--- config.mk ---
export PLATFORM = sky130hd
export DESIGN_NAME = mul_seq
export DESIGN_NICKNAME = d
export VERILOG_FILES = /design/src/rtl/mul_pkg.sv /design/src/rtl/mul_seq.sv
export SDC_FILE = /design/constraint.sdc
export NUM_CORES = 1
export LEC_CHECK = 0
export ABC_AREA = 0
export CORE_MARGIN = 1.5
export CORE_UTILIZATION = 40
export DETAILED_ROUTE_END_ITERATION = 7
export PLACE_DENSITY = 0.61
export SLEW_MARGIN = 20
export SYNTH_ARGS = -nofsm -noshare
export SYNTH_HDL_FRONTEND = slang
export SYNTH_SLANG_ARGS = --single-unit
--- constraint.sdc ---
create_clock -name clk_i -period 2.85 [get_ports clk_i]
set_input_delay 0.855 -clock clk_i [delete_from_list [all_inputs] [get_ports clk_i]]
set_output_delay 0.855 -clock clk_i [all_outputs]
set_load 0.03 [all_outputs]
--- src/rtl/mul_pkg.sv ---
// Shared types and helpers for the iterative shift-add multiplier.
package mul_pkg;

  typedef enum logic [1:0] {
    IDLE,
    BUSY,
    DONE
  } mul_state_t;

  // Widest operand abs_w handles; callers sign-extend into it and truncate back.
  localparam int unsigned ABS_W = 64;

  function automatic logic [ABS_W-1:0] abs_w(input logic [ABS_W-1:0] x);
    return x[ABS_W-1] ? (~x + ABS_W'(1)) : x;
  endfunction

endpackage

--- src/rtl/mul_seq.sv ---
// Iterative shift-add multiplier, one partial product per clock, valid/ready on
// both sides. Signed operands are multiplied as magnitudes and the sign is reapplied.
module mul_seq
  import mul_pkg::*;
#(
  parameter int unsigned WIDTH = 8
) (
  input  logic               clk_i,
  input  logic               rst_i,
  input  logic               valid_i,
  output logic               ready_o,
  input  logic [WIDTH-1:0]   a_i,
  input  logic [WIDTH-1:0]   b_i,
  input  logic               signed_i,
  output logic               valid_o,
  input  logic               ready_i,
  output logic [2*WIDTH-1:0] prod_o
);

  localparam int unsigned PW    = 2 * WIDTH;
  localparam int unsigned CNT_W = $clog2(WIDTH + 1);

  mul_state_t       state;
  mul_state_t       state_nx;
  logic [PW-1:0]    acc;
  logic [PW-1:0]    mcand;
  logic [WIDTH-1:0] mplier;
  logic [CNT_W-1:0] cnt;
  logic             neg;

  logic             accept_c;
  logic             last_c;
  logic [WIDTH-1:0] a_mag_c;
  logic [WIDTH-1:0] b_mag_c;
  logic             neg_c;
  logic [PW-1:0]    prod_nx_c;

  // Operand conditioning for the capture cycle.
  always_comb begin
    a_mag_c = a_i;
    b_mag_c = b_i;
    neg_c   = 1'b0;
    if (signed_i) begin
      a_mag_c = WIDTH'(abs_w(ABS_W'($signed(a_i))));
      b_mag_c = WIDTH'(abs_w(ABS_W'($signed(b_i))));
      neg_c   = a_i[WIDTH-1] ^ b_i[WIDTH-1];
    end
  end

  assign accept_c  = (state == IDLE) && valid_i;
  assign last_c    = (cnt == CNT_W'(WIDTH));
  assign prod_nx_c = neg ? (~acc + PW'(1)) : acc;

  always_ff @(posedge clk_i) begin
    if (rst_i) begin
      state <= IDLE;
    end else begin
      state <= state_nx;
    end
  end

  always_comb begin
    state_nx = state;
    case (state)
      IDLE:    if (accept_c) state_nx = BUSY;
      BUSY:    if (last_c)   state_nx = DONE;
      DONE:    if (ready_i)  state_nx = IDLE;
      default: state_nx = IDLE;
    endcase
  end

  // Datapath and registered handshake outputs.
  always_ff @(posedge clk_i) begin
    if (rst_i) begin
      ready_o <= 1'b1;
      valid_o <= 1'b0;
      prod_o  <= '0;
      acc     <= '0;
      mcand   <= '0;
      mplier  <= '0;
      cnt     <= '0;
      neg     <= 1'b0;
    end else begin
      ready_o <= (state_nx == IDLE);
      valid_o <= (state_nx == DONE);
      case (state)
        IDLE: begin
          if (accept_c) begin
            mcand  <= PW'(a_mag_c);
            mplier <= b_mag_c;
            neg    <= neg_c;
            acc    <= '0;
            cnt    <= '0;
          end
        end
        BUSY: begin
          if (last_c) begin
            prod_o <= prod_nx_c;
          end else begin
            if (mplier[0]) acc <= acc + mcand;
            mcand  <= mcand << 1;
            mplier <= mplier >> 1;
            cnt    <= cnt + CNT_W'(1);
          end
        end
        default: ;
      endcase
    end
  end

endmodule

* Word level (Yosys, flattened, before mapping)
Index checks and enable logic that the tools add are counted.
Word-level totals: register bits 65, input port bits 21, word-level logic and storage cells 56
Cells by class: $add $sub $neg 5, reduce and logical (&&, ||, !) cells 8, multiplexer cells 23, bitwise operators 4, equality and inequality tests 7
Operators with widths (count):
- 16-bit 2-to-1 mux | 6
- 16-bit case mux with 2 select lines | 2
- 8-bit 2-to-1 mux | 6
- 16-bit by 1-bit adder with 16-bit output, second input constant | 1
- 16-bit adder | 1
- 8-bit by 1-bit adder with 8-bit output, second input constant | 2
- 16-bit inverter | 1
- 8-bit inverter | 2
- 8-bit case mux with 2 select lines | 1
- 4-bit 2-to-1 mux | 2
- 4-bit case mux with 2 select lines | 1
- 2-bit 2-to-1 mux | 3
- 2-bit inequality test, second input constant | 3
- 2-bit case mux with 3 select lines | 1
- 4-bit by 1-bit adder with 4-bit output, second input constant | 1
- 2-bit == test, second input constant | 2
- 4-bit == test, second input constant | 1
- 2-bit zero test | 2
- 2-bit AND reduction | 2
- 4-bit AND reduction | 1
- 3-bit AND reduction | 1
- 2-bit by 1-bit == test with 1-bit output, second input constant | 1
- 2-bit nonzero test | 1
- 1-bit logical AND | 1
- 2 further kinds | 2

* Logic depth before layout (Yosys ltp)
word-level depth 6, depth in mapped cells 9, mapped depth without buffers 9

* Worst setup path after synthesis
OpenSTA, ideal clock, no wires.
path type register -> register, from reg acc[0], to reg acc[14], slack 0.596 ns, data arrival time 2.137 ns, cell stages (with the launch flop) 10, path buffers 0, cell sequence dfxtp_1 -> ha_1 -> inv_1 -> fa_1 -> nor2b_1 -> o31a_1 -> o2111ai_1 -> a211oi_1 -> o21ai_0 -> a32o_1
Between the ends: longest elaborated chain between the ends 4
Ends and longest elaborated chain:
- start, declared | RTL line mul_seq.sv:25 | logic [PW-1:0] acc;
- start signal, assigned | RTL line mul_seq.sv:100 | if (mplier[0]) acc <= acc + mcand;
- 16-bit adder | RTL line mul_seq.sv:100
- 16-bit 2-to-1 mux | RTL line mul_seq.sv:100
- 16-bit 2-to-1 mux | RTL line mul_seq.sv:97 | if (last_c) begin
- 16-bit case mux with 2 select lines | RTL line mul_seq.sv:86 | case (state)
No other way between the ends. The select of a mux whose other input is x is not followed. A chain may end at the register's enable or synchronous reset.

* Worst setup path in the final report
from reg mcand[0], to reg acc[14]
Between the ends: longest elaborated chain between the ends 4
Ends and longest elaborated chain:
- start, declared | RTL line mul_seq.sv:26 | logic [PW-1:0] mcand;
- start signal, assigned | RTL line mul_seq.sv:89 | mcand <= PW'(a_mag_c);
- start signal, assigned | RTL line mul_seq.sv:101 | mcand <= mcand << 1;
- 16-bit adder | RTL line mul_seq.sv:100
- 16-bit 2-to-1 mux | RTL line mul_seq.sv:100
- 16-bit 2-to-1 mux | RTL line mul_seq.sv:97
- 16-bit case mux with 2 select lines | RTL line mul_seq.sv:86
No other way between the ends. The select of a mux whose other input is x is not followed.

==> summary.txt <==
Hold Fails Final Rpt - 0
# IOs - 39
Register Area - 0.00130 sq mm
Die area - 0.00978 sq mm
Detailed Route WL - 8.58 mm
Async SR Flop Fraction - 0%
Gpl congestion - 0.862
Max Fclk - 396 MHz
CP endpoint kind - flip-flop
PD cells - 442 mW/mm^2
Pleak - 0.00168 uW
HPWL Detailed - 6.46 mm
Synth Instances - 445
Share of the core filled with cells - 49.4%
Port-buffer cells - 38
Post-DRT Antenna Nets - 0
Die H - 98.9 microns
Failing checks - DRC
Netlist Area Pre-Place - 0.00368 sq mm
Longest Clk Path Bufs - 2
RSZ-0062 raised after global routing - false
CP max FO - 3
Commonest cells in the synthesized netlist - nor2_1, dfxtp_1, a21oi_1
Status - finished, violations left
Critical Path Source Type - flip-flop
Vias in the first global route - 2954
Fillers - 863
# setup viols final - 0
Post_cts resized - 0
Slew Limit Headroom - 38.4%
Clk_lat worst skew - 0.34 ns
Clock tree sinks - 65
Initial antenna violation count - 0
Via-per-instance ratio - 5.47
Area added between synthesis and finish - 18.3%
CTS tree - built
Hold buffers post-CTS - 0
Total grt overflow - 0
CP Cell Sequence - ha_1 > inv_1 > fa_1 > nor2b_1 > o31a_1 > o2111ai_1 > a211oi_1 > o21ai_0 > a32o_1
Fin Setup TNS - 0 ns
Top cells by area, synth - dfxtp_1, nor2_1, ha_1, a211oi_1, a21oi_1
CP Class - reg -> reg
Initial Util - 41.8%
Fin nets - 527
Critical Path RT - 3.08 ns
Slew Limit Fails - 0
DRC viols - 5
Max-capacitance violation count - 0
Tmin final - 2.53 ns
Post-synth EDFFs - 0
Setup Skew - 0.00929 ns
Period utilisation layout - 88.6%
Yosys reg bits - 65
Initial drt markers - 175
DRT Pass-1 Iters - 7
Fraction of final layout cells sized beyond drive strength 1 - 7.14%
Worst hold path class - reg -> reg
Leading register cell type out of synthesis - dfxtp_1
Ys Warns - 0
Slowest cell on the critical path - dfxtp_1
CTS Buf Count - 9
Post-Syn Area per Cell - 8.27 sq um
Placed insts - 582
Core Footprint - 0.00881 sq mm
Post-CTS Setup Bufs - 0
Largest net degree at the start of global routing - 31
H-Tree Level Count - 3
Root Buffer - clkbuf_8
Count of non-filler cells in the finished layout - 598
Post-synthesis sequential area ratio - 35.4%
Yosys cell types - 54
Diode count - 0
Worst stage delay on the critical path - 0.41 ns
Peak supply drop - 0.000225 V
GRT Overall Usage - 18.1%
Slew @ Worst Pin - 0.924 ns
Standard-cell rows - 34
Synth top area share - 35.4%
Worst EP arrival - 2.76 ns
Area of the multi-input gates - 0.00221 sq mm
Die W - 98.9 microns
Yosys top cell by area - dfxtp_1
Mapped Nets - 487
Most frequent cell after synthesis - nor2_1
Vias - 3274
Routed len/inst - 14.3 microns
First-pass GRT wire length - 14.2 mm
Clock Pin Slew Worst Setup and Hold Paths - 0.07 ns
-- metrics by stage --
step / total power, uW / cell area, sq um / hold slack [ns] / worst slack (ns)
2_1_floorplan: 1150 / 3680 / 0.450 / 0.596
3_3_place_gp: 1230 / 4180 / 0.452 / 0.160
3_5_place_dp: 1240 / 4180 / 0.459 / 0.0896
4_1_cts: 1940 / 4350 / 0.469 / 0.358
5_1_grt: 2020 / 4350 / 0.487 / 0.175
6_report: 1920 / 4350 / 0.465 / 0.325
-- path summary, 6_finish.rpt --
| kind | slack [ns] | startpoint | endpoint | cells after the start |
|---|---|---|---|---|
| min reg2reg | 0.46 | prod_o[0]$_SDFFE_PP0P_ | prod_o[0]$_SDFFE_PP0P_ | 2 |
| min | 0.46 | prod_o[0]$_SDFFE_PP0P_ | prod_o[0]$_SDFFE_PP0P_ | 2 |
| max | 0.32 | mcand[0]$_SDFFE_PP0P_ | acc[14]$_SDFFE_PP0P_ | 9 |
| max reg2reg | 0.32 | mcand[0]$_SDFFE_PP0P_ | acc[14]$_SDFFE_PP0P_ | 9 |
-- area by class of cell --
class / count / share of cell area [%]
Sequential cell: 65 / 29.9
Inverter: 15 / 1.29
Multi-Input combinational cell: 344 / 50.8
Tap cell: 108 / 3.10
Clock buffer: 11 / 3.25
Clock inverter: 5 / 0.718
Timing Repair Buffer: 50 / 11.0
-- critical path, delay by kind of cell (launching register included) --
family | cells | cell delay [ns]
fa+ha+maj | 2 | 0.62
simple gates | 1 | 0.22
buf+inv | 1 | 0.07
flops | 1 | 0.41
compound gates | 5 | 1.10
-- cells in the final DEF (no fill, tap or decap), types with 2 or more instances in the layout --
| master | n |
|---|---|
| a211o_1 | 2 |
| xor2_1 | 15 |
| mux2i_1 | 3 |
| o21a_1 | 3 |
| a311oi_1 | 2 |
| nor4_1 | 3 |
| clkinv_2 | 3 |
| a22oi_1 | 5 |
| o21ai_0 | 18 |
| o31ai_1 | 4 |
| nand2b_1 | 3 |
| buf_4 | 11 |
| nand4_1 | 3 |
| dfxtp_1 | 65 |
| a22o_1 | 9 |
| o211ai_1 | 2 |
| nor2b_1 | 3 |
| and3b_1 | 2 |
| inv_1 | 15 |
| clkbuf_8 | 10 |
| nor2_1 | 75 |
| o21bai_1 | 3 |
| nand3b_1 | 2 |
| a211oi_1 | 30 |
| a32oi_1 | 2 |
| a31oi_1 | 4 |
| nor3_1 | 10 |
| o41ai_1 | 4 |
| or4_4 | 2 |
| ha_1 | 20 |
| a21o_1 | 2 |
| a32o_1 | 3 |
| o2111ai_1 | 2 |
| or3_1 | 5 |
| nand2_1 | 30 |
| a21oi_1 | 37 |
| nand3_1 | 5 |
| xnor2_1 | 18 |
| clkdlybuf4s50_1 | 37 |
-- power by group --
group / switching (uW) / internal (uW)
logic: 143 / 112
clock network: 369 / 337
registers: 27.9 / 934
total: 539 / 1380
-- layer usage --
metal	share of wire, %	GRT usage (%)	vias up
met5	0	0	-
met2	44	27.9	70
li1	-	-	1698
met3	4.1	2.84	6
met1	51	25.1	1500
met4	1.0	7.58	0
-- logic make-up (layout without fill, tap and decap cells) --
kind of cell | count (synthesis) | after routing | synth area share, %
xor+xnor | 33 | 33 | 7.85
simple gates | 150 | 150 | 18.4
flops | 65 | 65 | 35.4
buf+inv | 36 | 81 | 4.62
mux | 3 | 3 | 0.816
fa+ha+maj | 21 | 21 | 7.34
compound gates | 137 | 137 | 25.6
-- sequential cells by signal, summed over array words and instances (netlist names) --
| name | count |
|---|---|
| valid_o | 1 |
| mcand | 16 |
| acc | 16 |
| state | 2 |
| ready_o | 1 |
| prod_o | 16 |
| neg | 1 |
| cnt | 4 |
| mplier | 8 |
Note: power is estimated with default switching activity, not from simulation.
==> RTL change 1, RTL diff (same settings) <==
`WIDTH`: 8 -> 4.
--- a/src/rtl/mul_seq.sv
+++ b/src/rtl/mul_seq.sv
@@ -3,7 +3,7 @@
 module mul_seq
   import mul_pkg::*;
 #(
-  parameter int unsigned WIDTH = 8
+  parameter int unsigned WIDTH = 4
 ) (
   input  logic               clk_i,
   input  logic               rst_i,
Ports: changed (resized a_i, b_i and prod_o); port bits go from 39 to 23. The function was not compared with the original's and may differ.
==> RTL change 1 against the original RTL <==
Routed wire length shrank 59%; fmax grew 18%; first-iteration DRC count shrank 57%; register-to-register slack gained 540 ps; synthesized area shrank 47%; die area shrank 45%; sequential cell count shrank 29; worst setup slack gained 390 ps; hold slack gained 28 ps; core utilization shrank 0.62 points; final area shrank 47%; power shrank 48%; global-route usage shrank 3.2 points; critical endpoint is now prod_o[0]; largest power group unchanged.
==> RTL change 1: results (changes against the original RTL) <==
Worst setup path
  • Crit path max-delay family: buffers and inverters (was compound AO/OA/AOI/OAI gates)
  • CP peak stage delay: 660 ps (was 410 ps)
  • CP max FO: 2 (was 3)
  • Slowest CP cell: clkdlybuf4s50_1 (was dfxtp_1)
  • Reg2reg start: acc[0] (was mcand[0])
  • Crit path DAT: 1280 ps (was 2760 ps)
  • Worst setup path start: prod_o[0] (was mcand[0])

Detailed routing
  • First-pass DRT Iterations: 4 (was 7)
  • Routed len/inst: 11.36 um (was 14.35 um)
  • 1st-iter DRT viols: 75 (was 175)
  • Post-Route WL: 3.556 mm (was 8.579 mm)
  • Vias/cell: 5.010 (was 5.475)

Layout
  • Filler cells: 479 (was 863)
  • Share of cells above drive strength 1: 8.537% (was 7.143%)
  • Nets: 272 (was 527)
  • Regs by FF count: acc x8, mcand x8, prod_o x8 (was acc x16, mcand x16, prod_o x16)
  • # diodes: 0 (unchanged)

Synth
  • Top FF cell, synth: dfxtp_1 (unchanged)
  • Post-Syn Instances: 225 (was 445)
  • Fraction of registers with async set/reset: 0% (unchanged)
  • Top cells by count, synth: nor2_1 (39), dfxtp_1 (36), a21oi_1 (14), nand2_1 (13), ha_1 (12) (was nor2_1 (76), dfxtp_1 (65), a21oi_1 (37), a211oi_1 (30), nand2_1 (30))
  • Yosys warnings: 0 (unchanged)
  • Synth unique cells: 46 (was 54)
  • Mapped Nets: 251 (was 487)
  • Sequential area share after synthesis: 36.69% (was 35.36%)
  • Synth top area cells: dfxtp_1 (37%), ha_1 (7.6%), nor2_1 (7.5%), a211oi_1 (4.2%), a21oi_1 (3.6%) (was dfxtp_1 (35%), nor2_1 (7.8%), ha_1 (6.8%), a211oi_1 (6.1%), a21oi_1 (5.0%))
  • Yosys top cell by area: dfxtp_1 (unchanged)

Clock tree
  • Total CTS buffers: 5 (was 9)
  • Clk_lat worst skew: 290 ps (was 340 ps)
  • Resize count post-CTS: 0 (unchanged)
  • Clk root buf: clkbuf_8 (unchanged)
  • H-tree depth: 2 (was 3)
  • Clk buf depth: 2 (unchanged)
  • Clk slew on worst S/H paths: 70 ps (about the same)
  • Post-CTS Setup Bufs: 0 (unchanged)

Worst hold path
  • Hold Path Origin: mplier[2] (was prod_o[0])
  • Hold/Removal Path Class: flip-flop to flip-flop (unchanged)

Global route
  • Global-route wire length before repair: 6.203 mm (was 14.19 mm)
  • Largest net degree at the start of global routing: 29 (was 31)
  • Vias in the first global route: 1,425 (was 2,954)
  • Total track usage: 14.91% (was 18.06%)
  • Initial antenna violation count: 0 (unchanged)

Run status
  • Status: finished clean (was complete, but fails checks)

STA
  • Worst-Margin Slew: 564.8 ps (was 924.3 ps)
  • Skew final: 6.415 ps (was 9.294 ps)

Power and ir drop
  • Peak supply drop: 237.5 uV (was 225.1 uV)
  • Leak pwr: 0.8957 nW (was 1.679 nW)

Placed design
  • Place WS: 555.0 ps (was 89.58 ps)
  • Port bufs: 22 (was 38)
  • Post-DP HPWL: 2.721 mm (was 6.457 mm)
  • Placed Cells: 306 (was 582)
  • RD Place Congestion: 0.8023 (was 0.8623)
RTL change 1: cell count changes in the layout (fill, tap and decap cells not counted), sizes merged, moves of 16 or more:
cell   change
nor2      -36
o21ai     -16
nand2     -16
a21oi     -21
dfxtp     -29
RTL change 1: power by group:
part	switching (W)	internal, W	total [W]	leakage, nW
registers	0.0000149	0.000518	0.000533	0.293
logic	0.0000716	0.0000555	0.000127	0.562
clock network	0.000172	0.000166	0.000339	0.0410
total	0.000259	0.000740	0.000999	0.896
RTL change 1: worst paths after layout:
kind / end / slack [ps] / cells after the start
min reg2reg: mplier[2] / 490 / 2
max reg2reg: acc[6] / 860 / 8
max: prod_o[0] / 710 / 1
min: mplier[2] / 490 / 2
RTL change 1: logic make-up after synthesis:
family / Yosys count / synth area share (%)
buffers and inverters: 20 / 4.523
adders and majority gates: 13 / 8.662
AOI/OAI and AO/OA: 62 / 23.89
xor gates and xnor gates: 14 / 6.242
DFF: 36 / 36.69
muxes: 3 / 1.529
and+or+nand+nor: 77 / 18.47
RTL change 1: metrics by stage:
step | instance area (sq um) | hold slack, ps | utilization [%]
after floorplan | 1964 | 454.5 | -
after global placement | 2228 | 469.3 | 47.18
after detailed placement | 2228 | 478.4 | 47.18
after CTS | 2306 | 495.5 | 48.82
after global routing | 2306 | 528.6 | 48.82
final | 2306 | 492.9 | 48.82
RTL change 1: metal layers:
metal	part of all wire [%]	track usage, %	vias to the layer above
li1	-	-	838
met1	50	19.54	694
met2	44	23.54	29
met3	4.1	3.315	7
met4	1.3	6.289	0
met5	0	0	-
RTL change 1: area by class of cell:
cell class	instances	area, sq um	area share [%]
sequential	36	720.7	31.25
clock buffer	6	72.57	3.147
timing repair buffer	23	227.7	9.875
multi-input combinational	169	1155	50.08
inverter	11	41.29	1.791
tap	67	83.83	3.635
clock inverter	1	5.005	0.2170
==> RTL change 2, RTL diff (config.mk and constraints unchanged) <==
Without the edit above. Make the reset (`rst_i`) asynchronous in 2 clocked blocks.
--- a/src/rtl/mul_seq.sv
+++ b/src/rtl/mul_seq.sv
@@ -51,7 +51,7 @@
   assign last_c    = (cnt == CNT_W'(WIDTH));
   assign prod_nx_c = neg ? (~acc + PW'(1)) : acc;
 
-  always_ff @(posedge clk_i) begin
+  always_ff @(posedge clk_i or posedge rst_i) begin
     if (rst_i) begin
       state <= IDLE;
     end else begin
@@ -70,7 +70,7 @@
   end
 
   // Datapath and registered handshake outputs.
-  always_ff @(posedge clk_i) begin
+  always_ff @(posedge clk_i or posedge rst_i) begin
     if (rst_i) begin
       ready_o <= 1'b1;
       valid_o <= 1'b0;
Function: differs if rst_i is asserted again (counterexample within 4 cycles, from zero or initial values and one cycle with rst_i high); with rst_i held inactive, the same outputs for 10 cycles.
==> RTL change 2 against the original RTL <==
Sequential cell count did not move; synthesized area rose by 2.9%; fmax increased by 6.4%; routed wire length down 10%; die area grew 2.8%; worst setup slack better by 150 ps; final area rose by 3.9%; count of clock-buffer cells in the layout down 2; largest cell class unchanged; core utilization is 0.25 points lower.
Power is not compared: it rests on default switching activity, and its combinational part moved more than twofold at a synthesized area within 25%.
==> RTL change 2: results (changes against the original RTL) <==
Run status
  • Status: finished clean (was complete, but fails checks)

STA
  • Worst-Margin Slew: 653.9 ps (was 924.3 ps)
  • Skew final: 9.361 ps (was 9.294 ps)

Synth
  • Mapped Nets: 455 (was 487)
  • Top cells by count, synth: dfrtp_1 (64), nand2_1 (48), a21oi_1 (47), nor2_1 (38), o21ai_0 (35) (was nor2_1 (76), dfxtp_1 (65), a21oi_1 (37), a211oi_1 (30), nand2_1 (30))
  • Post-synthesis compound-gate area fraction: 22.77% (was 25.57%)
  • XOR/XNOR share of the synthesized area: 8.328% (was 7.854%)
  • Post-synthesis mux area share: 1.124% (was 0.8160%)

Detailed routing
  • DR WL met2: 3.509 mm (was 3.798 mm)
  • Post-Route WL: 7.720 mm (was 8.579 mm)
  • First-pass DRT Iterations: 4 (was 7)
  • Routed len/inst: 13.52 um (was 14.35 um)
  • Via count: 3,038 (was 3,274)

Global route
  • Largest net degree at the start of global routing: 66 (was 31)
  • Global-route wire length before repair: 13.52 mm (was 14.19 mm)
  • Met3 Use GR: 4.178% (was 2.837%)
  • Total track usage: 16.99% (was 18.06%)

Worst setup path
  • CP peak stage delay: 650 ps (was 410 ps)
  • Crit path max-delay family: buffers and inverters (was compound AO/OA/AOI/OAI gates)
  • Flop-to-flop setup slack: 500 ps (was 320 ps)
  • Reg2reg end: acc[14] (unchanged)
  • Worst r2r path cells: 8 (was 9)
  • Slowest CP cell: clkdlybuf4s50_1 (was dfxtp_1)
  • CP max FO: 1 (was 3)

Layout
  • Nets: 497 (was 527)

Placed design
  • Place WS: 152.9 ps (was 89.58 ps)
  • Placed Area: 0.004325 sq mm (was 0.004182 sq mm)
  • RD Place Congestion: 0.8709 (was 0.8623)
  • Placed Cells: 555 (was 582)

Worst hold path
  • Worst Hold Path EP: mplier[6] (was prod_o[0])
-- RTL change 2: worst max path at each step --
stage | startpoint | endpoint | cells past startpoint | slack, ps
2_1_floorplan | rst_i | acc[0] | 1 | 370
3_3_place_gp | valid_i | acc[4] | 6 | 190
3_5_place_dp | valid_i | acc[4] | 6 | 150
4_1_cts | ready_o | ready_o | 1 | 450
5_1_grt | mcand[0] | acc[14] | 10 | 350
6_report | ready_o | ready_o | 1 | 480
-- RTL change 2: layout make-up --
cell class	instances	area, sq um
clock buffers	9	123.9
clock inverters	7	71.32
fillers	895	4672
inverters	14	52.55
multi-input cells	320	2064
flip-flops and latches	65	1628
well taps	111	138.9
repair buffers	45	445.4
-- RTL change 2: kinds of logic (layout without fill, tap and decap cells) --
group / after synthesis / in the layout
multiplexers: 4 / 4
AND/OR/NAND/NOR: 125 / 125
buffers and inverters: 28 / 75
AO/OA/AOI/OAI: 134 / 134
adder cells (fa/ha/maj): 21 / 21
flip-flops: 65 / 65
XOR/XNOR: 36 / 36
